### src/rtl/mips_pkg.sv
// Shared MIPS32 pipeline definitions: opcodes, IR field positions,
// hazard-controller state and scoreboard types.
package mips_pkg;

  localparam int OP_HI = 31;
  localparam int OP_LO = 26;
  localparam int RS_HI = 25;
  localparam int RS_LO = 21;
  localparam int RT_HI = 20;
  localparam int RT_LO = 16;
  localparam int RD_HI = 15;
  localparam int RD_LO = 11;

  localparam logic [5:0] OP_LW    = 6'b100000;
  localparam logic [5:0] OP_SW    = 6'b100001;
  localparam logic [5:0] OP_BEQZ  = 6'b110100;
  localparam logic [5:0] OP_BNEQZ = 6'b110101;
  localparam logic [5:0] OP_HLT   = 6'b111111;

  // ADD r0,r0,r0: what a bubble looks like in ID/EX
  localparam logic [31:0] NOP_IR = 32'h0000_0000;

  localparam logic [1:0] DRAIN_CYCLES = 2'd3;

  typedef enum logic [1:0] {
    ST_RUN,
    ST_DRAIN,
    ST_HALTED
  } hz_state_e;

  typedef struct packed {
    logic       src1_used;
    logic [4:0] src1;
    logic       src2_used;
    logic [4:0] src2;
    logic       dst_used;
    logic [4:0] dst;
  } ir_regs_t;

  typedef struct packed {
    logic       valid;
    logic [4:0] dst;
  } sb_ent_t;

  function automatic logic hits(
    input sb_ent_t    e,
    input logic       used,
    input logic [4:0] r
  );
    return used && (r != 5'd0) &&
           e.valid && (e.dst == r);
  endfunction

endpackage

### src/rtl/pipe_hazard_ctrl_if.sv
// Decode-side control bundle between the hazard
// controller and the IF/ID/EX datapath.
interface pipe_hazard_ctrl_if #(
  parameter int CNT_W = 16
);
  logic [31:0]      id_ir;
  logic             id_valid;
  logic             ex_sel;
  logic             pc_we;
  logic             if_id_we;
  logic             if_id_flush;
  logic             id_ex_bubble;
  logic             halted;
  logic [CNT_W-1:0] stall_cnt;
  logic [CNT_W-1:0] flush_cnt;

  modport master (
    output id_ir, id_valid, ex_sel,
    input  pc_we, if_id_we, if_id_flush,
    input  id_ex_bubble, halted,
    input  stall_cnt, flush_cnt
  );

  modport slave (
    input  id_ir, id_valid, ex_sel,
    output pc_we, if_id_we, if_id_flush,
    output id_ex_bubble, halted,
    output stall_cnt, flush_cnt
  );
endinterface

### src/rtl/ir_regs_decode.sv
// Register-usage decode of the instruction sitting in IF/ID.
// Pure combinational; r0 filtering is left to the consumer.
module ir_regs_decode
  import mips_pkg::*;
(
  input  logic [31:0] ir_i,
  output ir_regs_t    regs_o
);

  logic [5:0] op;
  logic [4:0] rs;
  logic [4:0] rt;
  logic [4:0] rd;

  assign op = ir_i[OP_HI:OP_LO];
  assign rs = ir_i[RS_HI:RS_LO];
  assign rt = ir_i[RT_HI:RT_LO];
  assign rd = ir_i[RD_HI:RD_LO];

  always_comb begin
    regs_o = '0;
    unique case (1'b1)
      (!op[5] && !op[4]): begin
        regs_o.src1_used = 1'b1;
        regs_o.src1      = rs;
        regs_o.src2_used = 1'b1;
        regs_o.src2      = rt;
        regs_o.dst_used  = 1'b1;
        regs_o.dst       = rd;
      end
      (!op[5] && op[4]),
      (op == OP_LW): begin
        regs_o.src1_used = 1'b1;
        regs_o.src1      = rs;
        regs_o.dst_used  = 1'b1;
        regs_o.dst       = rt;
      end
      (op == OP_SW): begin
        regs_o.src1_used = 1'b1;
        regs_o.src1      = rs;
        regs_o.src2_used = 1'b1;
        regs_o.src2      = rt;
      end
      (op == OP_BEQZ),
      (op == OP_BNEQZ): begin
        regs_o.src1_used = 1'b1;
        regs_o.src1      = rs;
      end
      default: ;
    endcase
  end

endmodule

### src/rtl/pipe_hazard_ctrl.sv
// ID/EX sequencing: RAW stall, branch flush, HLT drain,
// plus saturating stall/flush counters.
module pipe_hazard_ctrl
  import mips_pkg::*;
#(
  parameter int CNT_W = 16
) (
  input logic               clk,
  input logic               rst_n,
  pipe_hazard_ctrl_if.slave bus
);

  ir_regs_t   regs;
  sb_ent_t    ex_q, ex_d, mem_q;
  hz_state_e  state_q, state_d;
  logic [1:0] drain_q, drain_d;
  logic       halted_q;
  logic       raw;
  logic       is_hlt;
  logic       issue;
  logic       stall_inc;
  logic       flush_inc;
  logic       pc_we;
  logic       if_id_we;
  logic       if_id_flush;
  logic       id_ex_bubble;

  logic [CNT_W-1:0] stall_q;
  logic [CNT_W-1:0] flush_q;

  ir_regs_decode u_dec (
    .ir_i   (bus.id_ir),
    .regs_o (regs)
  );

  assign raw = bus.id_valid && (
    hits(ex_q,  regs.src1_used, regs.src1) ||
    hits(mem_q, regs.src1_used, regs.src1) ||
    hits(ex_q,  regs.src2_used, regs.src2) ||
    hits(mem_q, regs.src2_used, regs.src2));

  assign is_hlt = bus.id_valid &&
    (bus.id_ir[OP_HI:OP_LO] == OP_HLT);

  always_ff @(posedge clk or negedge rst_n) begin
    if (!rst_n) begin
      state_q  <= ST_RUN;
      drain_q  <= '0;
      halted_q <= 1'b0;
    end else begin
      state_q  <= state_d;
      drain_q  <= drain_d;
      halted_q <= (state_d == ST_HALTED);
    end
  end

  always_comb begin
    state_d = state_q;
    drain_d = drain_q;
    unique case (state_q)
      ST_RUN: begin
        if (!bus.ex_sel && !raw && is_hlt) begin
          state_d = ST_DRAIN;
          drain_d = DRAIN_CYCLES;
        end
      end
      ST_DRAIN: begin
        drain_d = drain_q - 2'd1;
        if (drain_q == 2'd1) state_d = ST_HALTED;
      end
      ST_HALTED: ;
      default: state_d = ST_RUN;
    endcase
  end

  always_comb begin
    pc_we        = 1'b1;
    if_id_we     = 1'b1;
    if_id_flush  = 1'b0;
    id_ex_bubble = 1'b0;
    issue        = 1'b0;
    stall_inc    = 1'b0;
    flush_inc    = 1'b0;
    if (state_q == ST_RUN) begin
      priority case (1'b1)
        bus.ex_sel: begin
          if_id_flush  = 1'b1;
          id_ex_bubble = 1'b1;
          flush_inc    = 1'b1;
        end
        raw: begin
          pc_we        = 1'b0;
          if_id_we     = 1'b0;
          id_ex_bubble = 1'b1;
          stall_inc    = 1'b1;
        end
        is_hlt: begin
          pc_we    = 1'b0;
          if_id_we = 1'b0;
          issue    = 1'b1;
        end
        default: issue = bus.id_valid;
      endcase
    end else begin
      // draining or halted: freeze front end, feed bubbles
      pc_we        = 1'b0;
      if_id_we     = 1'b0;
      id_ex_bubble = 1'b1;
    end
  end

  always_comb begin
    ex_d.valid = issue && regs.dst_used &&
                 (regs.dst != 5'd0);
    ex_d.dst   = regs.dst;
  end

  always_ff @(posedge clk or negedge rst_n) begin
    if (!rst_n) begin
      ex_q  <= '0;
      mem_q <= '0;
    end else begin
      mem_q <= ex_q;
      ex_q  <= ex_d;
    end
  end

  always_ff @(posedge clk or negedge rst_n) begin
    if (!rst_n) begin
      stall_q <= '0;
      flush_q <= '0;
    end else begin
      if (stall_inc && (stall_q != '1))
        stall_q <= stall_q + 1'b1;
      if (flush_inc && (flush_q != '1))
        flush_q <= flush_q + 1'b1;
    end
  end

  assign bus.pc_we        = pc_we;
  assign bus.if_id_we     = if_id_we;
  assign bus.if_id_flush  = if_id_flush;
  assign bus.id_ex_bubble = id_ex_bubble;
  assign bus.halted       = halted_q;
  assign bus.stall_cnt    = stall_q;
  assign bus.flush_cnt    = flush_q;

endmodule
### src/flat_wrapper.sv
// flat-port wrapper written by rule: the top's interface ports become plain ports
module pipe_hazard_ctrl_flat import mips_pkg::*;
#(
  parameter int CNT_W = 16
)
  (clk, rst_n, bus_id_ir, bus_id_valid, bus_ex_sel, bus_pc_we, bus_if_id_we, bus_if_id_flush, bus_id_ex_bubble, bus_halted, bus_stall_cnt, bus_flush_cnt);
  pipe_hazard_ctrl_if #(.CNT_W(CNT_W)) bus_i ();
  input logic clk;
  input logic rst_n;
  input wire logic [$bits(bus_i.id_ir)-1:0] bus_id_ir;
  input wire logic [$bits(bus_i.id_valid)-1:0] bus_id_valid;
  input wire logic [$bits(bus_i.ex_sel)-1:0] bus_ex_sel;
  output wire logic [$bits(bus_i.pc_we)-1:0] bus_pc_we;
  output wire logic [$bits(bus_i.if_id_we)-1:0] bus_if_id_we;
  output wire logic [$bits(bus_i.if_id_flush)-1:0] bus_if_id_flush;
  output wire logic [$bits(bus_i.id_ex_bubble)-1:0] bus_id_ex_bubble;
  output wire logic [$bits(bus_i.halted)-1:0] bus_halted;
  output wire logic [$bits(bus_i.stall_cnt)-1:0] bus_stall_cnt;
  output wire logic [$bits(bus_i.flush_cnt)-1:0] bus_flush_cnt;
  assign bus_i.id_ir = bus_id_ir;
  assign bus_i.id_valid = bus_id_valid;
  assign bus_i.ex_sel = bus_ex_sel;
  assign bus_pc_we = bus_i.pc_we;
  assign bus_if_id_we = bus_i.if_id_we;
  assign bus_if_id_flush = bus_i.if_id_flush;
  assign bus_id_ex_bubble = bus_i.id_ex_bubble;
  assign bus_halted = bus_i.halted;
  assign bus_stall_cnt = bus_i.stall_cnt;
  assign bus_flush_cnt = bus_i.flush_cnt;
  pipe_hazard_ctrl #(.CNT_W(CNT_W)) u_core (.clk(clk), .rst_n(rst_n), .bus(bus_i));
endmodule
### config.mk
export PLATFORM = sky130hd
export DESIGN_NAME = pipe_hazard_ctrl_flat
export DESIGN_NICKNAME = d
export VERILOG_FILES = /design/src/rtl/mips_pkg.sv /design/src/rtl/pipe_hazard_ctrl_if.sv /design/src/rtl/ir_regs_decode.sv /design/src/rtl/pipe_hazard_ctrl.sv /design/src/flat_wrapper.sv
export SDC_FILE = /design/constraint.sdc
export NUM_CORES = 1
export LEC_CHECK = 0
export CAP_MARGIN = 5
export CORE_UTILIZATION = 49
export CTS_BUF_LIST = sky130_fd_sc_hd__clkbuf_16
export DETAILED_ROUTE_END_ITERATION = 8
export MAX_ROUTING_LAYER = met4
export PLACE_DENSITY_LB_ADDON = 0.05
export SYNTH_ARGS = -nofsm -noshare
export SYNTH_HDL_FRONTEND = slang
export SYNTH_SLANG_ARGS = --single-unit
export TNS_END_PERCENT = 10
### constraint.sdc
create_clock -name clk -period 4.8 [get_ports clk]
set_clock_uncertainty 0.05 [all_clocks]
set_input_delay 0.72 -clock clk [delete_from_list [all_inputs] [get_ports clk]]
set_output_delay 0.72 -clock clk [all_outputs]
set_load 0.05 [all_outputs]
Word-level counts from Yosys, hierarchy flattened --
Index checks and enable logic that the tools add are counted.
Operators by class: add/sub/neg operators 3, $mul 0, div/mod/pow operators 0, magnitude comparators 0, eq/ne operators 16, shift-type cells 0, multiplexer cells 23, bitwise gates (word level) 0, reductions and logical operators 36
Operators with widths (number):
- $add 16x1->16 const B | 2
- $ne 16x16->1 const B | 2
- $eq 6x6->1 const B | 5
- $eq 5x5->1 | 4
- $logic_and 1x1->1 | 20
- $mux 1 | 15
- $reduce_bool 5->1 | 3
- $mux 6 | 2
- $pmux 6 s2 | 1
- $mux 2 | 3
- $pmux 2 s3 | 1
- $reduce_or 6->1 | 1
- $eq 2x1->1 const B | 2
- $eq 2x2->1 const B | 2
- $logic_not 1->1 | 4
- $pmux 2 s2 | 1
- $reduce_or 2->1 | 2
- $logic_or 1x1->1 | 3
- $logic_not 2->1 | 1
- $ne 2x1->1 const B | 1
- $reduce_and 2->1 | 1
- $reduce_bool 2->1 | 1
- $sub 2x1->2 const B | 1
Storage, ports and cells: flip-flop bits (word level) 49, latch bits 0, bits in writable memories 0, memory bits (read-only) 0, input port bits 36, word-level logic and storage cells 87, memories 0

Depth between registers and ports, before layout --
Gate-level depths: netlist of the first run.
depth in word-level cells 18, mapped depth 8

By module --
A second synthesis of the first run with hierarchy kept.
Unflattened totals: cells, all modules 249, area total of the unflattened synthesis 2680.1 µm²
By module, submodules not included:
- pipe_hazard_ctrl | instances 1, cells each 220, area an instance 2437.3 µm²
- ir_regs_decode | instances 1, cells each 29, area an instance 242.7 µm²

Worst setup path before layout of the first run --
No wires, ideal clock.
path type input -> output, start input bus_id_ir[16], end output bus_pc_we, data arrival time 3.182 ns, path slack 0.848 ns, stages 7, buffers on the path 1, path through or4_1 > nor2_2 > a211oi_2 > a32oi_4 > nor2b_1 > o41ai_2 > buf_4
Between the ends: word-level cells in the longest chain between the ends 11, elaborated cells between the ends (all ways) 15, those cells by class eq/ne: 2; mux: 4; reduce/logical: 9
Ends and longest elaborated chain:
- start, declared | RTL line flat_wrapper.sv:10 | input wire logic [$bits(bus_i.id_ir)-1:0] bus_id_ir;
- $mux 6 (*) | RTL line ir_regs_decode.sv:22 | unique case (1'b1)
- $reduce_bool 5->1 | RTL line mips_pkg.sv:50 | return used && (r != 5'd0) &&
- $logic_and 1x1->1 (2 in a row) | RTL line mips_pkg.sv:50
- $logic_and 1x1->1 | RTL line mips_pkg.sv:51 | e.valid && (e.dst == r);
- $logic_or 1x1->1 | RTL line pipe_hazard_ctrl.sv:38 | hits(mem_q, regs.src1_used, regs.src1) ||
- $logic_or 1x1->1 (*) | RTL line pipe_hazard_ctrl.sv:39 | hits(ex_q, regs.src2_used, regs.src2) ||
- $logic_and 1x1->1 (*) | RTL line pipe_hazard_ctrl.sv:36 | assign raw = bus.id_valid && (
- $mux 1 (*) (3 in a row)
- end, declared | RTL line flat_wrapper.sv:13 | output wire logic [$bits(bus_i.pc_we)-1:0] bus_pc_we;
Mark *: on every way between the ends. The rest lies on a longest branch, timed or not.

Worst setup path after layout of the first run --
start input bus_id_ir[16], end output bus_id_ex_bubble
Between the ends: word-level cells in the longest chain between the ends 11, elaborated cells between the ends (all ways) 15, those cells by class eq/ne: 2; mux: 4; reduce/logical: 9
Ends and longest elaborated chain:
- $mux 6 (*) | RTL line ir_regs_decode.sv:22
- $reduce_bool 5->1 | RTL line mips_pkg.sv:50
- $logic_and 1x1->1 (2 in a row) | RTL line mips_pkg.sv:50
- $logic_and 1x1->1 | RTL line mips_pkg.sv:51
- $logic_or 1x1->1 | RTL line pipe_hazard_ctrl.sv:38
- $logic_or 1x1->1 (*) | RTL line pipe_hazard_ctrl.sv:39
- $logic_and 1x1->1 (*) | RTL line pipe_hazard_ctrl.sv:36
- $mux 1 (*) (2 in a row) | RTL line pipe_hazard_ctrl.sv:85 | priority case (1'b1)
- $mux 1 (*) | RTL line pipe_hazard_ctrl.sv:84 | if (state_q == ST_RUN) begin
- end, declared | RTL line flat_wrapper.sv:16 | output wire logic [$bits(bus_i.id_ex_bubble)-1:0] bus_id_ex_bubble;
Marked as above.

==> results.yml, run 1 <==
layout:
  fin_nets: 349
  insertedDiodeCount: 0
  final_cell_mix: "clkdlybuf4s50_1 (58), dfrtp_1 (49), nand2_1 (29)"
  multi_input_area_um2: 1260
  area_delta_synth_final_pct: 32.7
  drive_above_1_share_pct: 5.79
  nFillCells: 390
  final-seq-area_um2: 1230
  final_common_cell: "clkdlybuf4s50_1"
status:
  status: "complete, no violations"
floorplanning:
  die_w_um: 74.0
  chipHeight_um: 74.0
  die_area_um2: 5480
  ios: 73
  core_um2: 4850
  rows: 25
  initial_core_util_pct: 52.4
grt:
  grt_overflow_total: 0
  antenna_found_initial: 0
  grt_pass1_vias: 1828
  grt_pass1_wl_mm: 8.50
  grt_use_total_pct: 21.2
  grt_max_degree: 50
clocking:
  ctsLongestPathBuffers: 2
  cts_sinks: 49
  cts_made_buffers: 5
  clk_pin_slew_worst_paths_ps: 60
  hold_buffers: 0
  clock_latency_ps: 280
  cts_setup_buffers: 0
  cts-root-buf: "clkbuf_16"
  cts.htree.levels: 2
  cts-resized-gates: 0
  cts_tree: "yes"
routing:
  wl_per_cell_um: 14.1
  vias: 1976
  drtIter0Drc: 73
  drt_pass1_iterations: 4
  ant_nets: 0
  routed_wl_mm: 5.32
  drc: 0
  via_per_inst: 5.23
power:
  ir_worst_vdd_v: 0.000301
  cellPowerDensity_nw_per_um2: 389
  p_leak_nw: 1.46
run:
  cap_violations: 0
sta:
  tns_ps: 0
  drv_slew: 0
  worst_slew_pin_slew_ps: 1090
  fmax_ghz: 0.248
  worst_slack_ps: 774
  slew_headroom_pct: 27.5
  rsz0062_at_grt: "no"
  setup_viol: 0
  min_period_ps: 4030
  finalCritPeriodShare_pct: 83.9
  finalHoldViolations: 0
worst_setup_path:
  start_kind: "input port"
  end_kind: "primary output"
  crit_chain: "clkdlybuf4s50_1, or4_1, nor2_2, a211oi_2, a32oi_4, nor2b_1, nand2b_1, clkdlybuf4s50_1"
  worstPathRequired_ps: 4030
  path_common_cell: "clkdlybuf4s50_1"
  critPathArrivalTime_ps: 3260
  path_class: "input port to primary output"
  critical_path.max_stage_delay_ps: 720
  cp_max_fo: 5
  slowest_stage: "clkdlybuf4s50_1"
logic_synthesis:
  synth_top_area_cell: "dfrtp_1"
  synth_edf_count: 0
  ys_seq_area_share_pct: 48.3
  syn_nets: 284
  synth_area_leaders: "dfrtp_1 (48%), xnor2_1 (9.3%), xor2_1 (7.2%)"
  ys_types: 39
  netlist.area_leader.share_pct: 48.3
  syn_inst: 245
  yosys_warnings: 0
  synth_area_um2: 2540
  ys_ff_latch: 49
  synth_ff_type: "dfrtp_1"
  synthArstFlopShare_pct: 100
  avgSynthCellArea_um2: 10.4
min_path:
  hold_path.class: "flip-flop to flip-flop"
placement:
  place_congestion: 0.791
  port_buffers: 61
  post-dp-hpwl_mm: 3.80
  dp_slack_ps: 774
-- cells in the mapped netlist, drive strengths merged, types with 2 or more instances --
cell / number
or4: 2
nand2b: 3
a31oi: 2
o31ai: 2
nor4b: 3
a211oi: 3
o21a: 2
nand3: 13
nor3: 12
a21oi: 4
ha: 3
o21ai: 2
and4: 2
dfrtp: 49
nand4: 8
xnor2: 27
xor2: 21
and3: 5
o22ai: 6
nor2: 17
clkbuf: 2
nand2: 29
mux2: 2
nor4: 4
buf: 3
inv: 5
mux2i: 6
nor2b: 2
-- registers in the layout, summed over array words and instances, names as in the netlist --
register	count
u_core.state_q	2
u_core.bus.stall_cnt	16
u_core.ex_q	6
u_core.bus.flush_cnt	16
u_core.mem_q	6
u_core.drain_q	2
u_core.bus.halted	1
-- worst max-delay path: cells and delay by family --
family,cells,cell delay (ps)
AO/OA/AOI/OAI,2,290
buffers and inverters,2,1220
AND/OR/NAND/NOR,4,1020
-- cells by family after synthesis --
family          share of synthesized area (%)
simple gates                             20.1
flops                                    48.3
xor+xnor                                 16.6
compound gates                           8.33
buf+inv                                  1.97
mux                                      3.25
fa+ha+maj                                1.48
-- stage by stage --
stage,util (%),power (mW),instances,instance area [um2],hold slack [ps]
floorplan,-,0.785,245,2540,324
CTS,69.5,1.32,378,3370,389
global placement,66.2,0.927,370,3210,370
global route,69.5,1.37,378,3370,411
finish,69.5,1.31,378,3370,387
detailed placement,66.2,0.930,370,3210,374
-- path summary, 6_finish.rpt --
| kind | startpoint | end | slack [ps] | depth (start not counted) |
|---|---|---|---|---|
| min reg2reg | u_core.ex_q[0]$_DFF_PN0_ | u_core.mem_q[0]$_DFF_PN0_ | 390 | 0 |
| max in group asynchronous | rst_n | u_core.bus.flush_cnt[13]$_DFFE_PN0P_ | 3440 | 1 |
| max | bus_id_ir[16] | bus_id_ex_bubble | 770 | 8 |
| min | u_core.ex_q[0]$_DFF_PN0_ | u_core.mem_q[0]$_DFF_PN0_ | 390 | 0 |
| max reg2reg | u_core.state_q[1]$_DFF_PN0_ | u_core.bus.stall_cnt[10]$_DFFE_PN0P_ | 2600 | 4 |
| min in group asynchronous | rst_n | u_core.mem_q[0]$_DFF_PN0_ | 590 | 1 |
-- area by class of cell --
cell class / instances / area share, %
repair buffers: 63 / 18.3
clock inverters: 3 / 1.11
well taps: 67 / 2.49
flip-flops and latches: 49 / 36.4
clock buffers: 5 / 3.71
multi-input cells: 186 / 37.5
inverters: 5 / 0.557
-- layer usage --
metal  part of all wire [%]  wire length, um  GRT usage, %
met4                   0.64               34          5.77
met5                      0                0             -
met1                     48             2530          28.2
met3                    5.6              296          5.01
met2                     46             2460          32.5
-- report_power, final --
part | leakage (nW) | switching, mW | internal (mW)
Clock | 0.0826 | 0.145 | 0.242
Combinational | 0.734 | 0.252 | 0.151
Sequential | 0.642 | 0.0566 | 0.464
Note: power is estimated with default switching activity, not from simulation.
==> run 2, diff against run 1 <==
CORE_UTILIZATION = 43   (was 49)
clock period = 3.48 ns   (was 4.8 ns; I/O delays follow)
==> results.yml, run 2 (synthesized netlist as in run 1, its figures left out) <==
status:
  status: "complete, no violations"
worst_setup_path:
  end_kind: "primary output"
  worstReg2RegStart: "u_core.bus.stall_cnt[0]$_DFFE_PN0P_"
  critPathArrivalTime_ps: 2650
  path_class: "input port to primary output"
  cp_max_fo: 2
  start_kind: "input port"
  cp-startpoint: "bus_id_ir[17]"
  worstPathRequired_ps: 2910
placement:
  port_buffers: 61
  post-dp-hpwl_mm: 4.12
  place_congestion: 0.780
layout:
  fin_nets: 354
  final_core_util_pct: 61.3
  final_cell_mix: "clkdlybuf4s50_1 (57), dfrtp_1 (49), nand2_1 (29)"
  final_common_cell: "clkdlybuf4s50_1"
  final-seq-area_um2: 1230
  nFillCells: 514
  insertedDiodeCount: 0
  multi_input_area_um2: 1270
  drive_above_1_share_pct: 7.59
  area_delta_synth_final_pct: 35.3
sta:
  finalCritPeriodShare_pct: 92.6
  finalHoldViolations: 0
  worst_slew_pin_slew_ps: 581
  min_period_ps: 3220
  fmax_ghz: 0.310
  rsz0062_at_grt: "no"
  slew_headroom_pct: 61.1
  tns_ps: 0
  setup_viol: 0
  drv_slew: 0
clocking:
  cts_made_buffers: 5
  hold_buffers: 0
  cts_setup_buffers: 0
  clock_latency_ps: 290
  cts_sinks: 49
  cts-root-buf: "clkbuf_16"
  ctsLongestPathBuffers: 2
  cts_tree: "yes"
  cts.htree.levels: 2
  cts-resized-gates: 0
  clk_pin_slew_worst_paths_ps: 60
floorplanning:
  ios: 73
  die_area_um2: 6220
  chipHeight_um: 78.9
  die_w_um: 78.9
  rows: 27
  core_um2: 5610
  initial_core_util_pct: 45.3
grt:
  grt_pass1_wl_mm: 9.42
  grt_pass1_vias: 1964
  grt_max_degree: 30
  antenna_found_initial: 0
  grt_overflow_total: 0
  grt_use_total_pct: 20.0
routing:
  routed_wl_mm: 5.57
  wl_per_cell_um: 14.4
  drc: 0
  drtIter0Drc: 81
  via_per_inst: 5.20
  drt_pass1_iterations: 4
  vias: 2018
  ant_nets: 0
power:
  p_leak_nw: 1.49
  cellPowerDensity_nw_per_um2: 513
  ir_worst_vdd_v: 0.000490
min_path:
  hold_path.class: "input port to asynchronous set/reset pin"
run:
  cap_violations: 0
-- run 2: cell count changes in the layout (fill, tap and decap cells not counted) --
cell             previous run  this run
bufinv_16                   1         0
inv_1                       6         5
buf_12                      0         3
clkinv_2                    0         1
clkinv_1                    1         2
clkdlybuf4s50_1            58        57
o41ai_2                     1         0
buf_4                       4         7
o41ai_4                     0         1
-- run 2: cell type report --
class                      instances  share of cell area [%]
sequential                        49                    35.7
multi-input combinational        186                    37.1
clock buffer                       5                    3.64
timing repair buffer              68                    20.0
inverter                           5                   0.546
clock inverter                     3                   0.364
tap                               72                    2.62
-- run 2: layer usage --
layer	global-route usage [%]	share of wire [%]	vias up
li1	-	-	1002
met1	26.2	50	967
met2	31.7	45	43
met3	3.33	4.1	6
met4	6.55	1.2	0
met5	-	0	-
-- run 2: path summary, 6_finish.rpt --
check / end / slack (ps) / depth (start not counted)
min in group clk: u_core.mem_q[5]$_DFF_PN0_ / 390 / 0
min reg2reg: u_core.mem_q[5]$_DFF_PN0_ / 390 / 0
max in group asynchronous: u_core.bus.stall_cnt[12]$_DFFE_PN0P_ / 2480 / 2
max: bus_if_id_we / 260 / 8
min: u_core.bus.halted$_DFF_PN0_ / 150 / 1
max reg2reg: u_core.bus.stall_cnt[10]$_DFFE_PN0P_ / 1330 / 7
-- run 2: worst max-delay path, cell delays in order --
cell and delay (ps):
clkdlybuf4s50_1 430, or4_1 570, nor2_2 150, a211oi_2 70, a32oi_4 210, nor2b_1 110
o41ai_4 380, buf_12 200
-- run 2: power breakdown --
part | internal [mW] | total [mW] | leakage (nW) | switching [mW]
Combinational | 0.226 | 0.581 | 0.780 | 0.355
Sequential | 0.639 | 0.720 | 0.642 | 0.0804
Clock | 0.260 | 0.461 | 0.0687 | 0.201
Total | 1.13 | 1.76 | 1.49 | 0.637
-- run 2: stage by stage --
stage	instances	area, um2	power (mW)	setup slack [ps]	hold WS [ps]
after global routing	388	3440	1.85	174	185
after detailed placement	380	3300	1.32	250	370
final	388	3440	1.76	258	147
after CTS	388	3440	1.78	245	164
after global placement	380	3300	1.30	264	375
after floorplan	245	2550	1.09	261	176
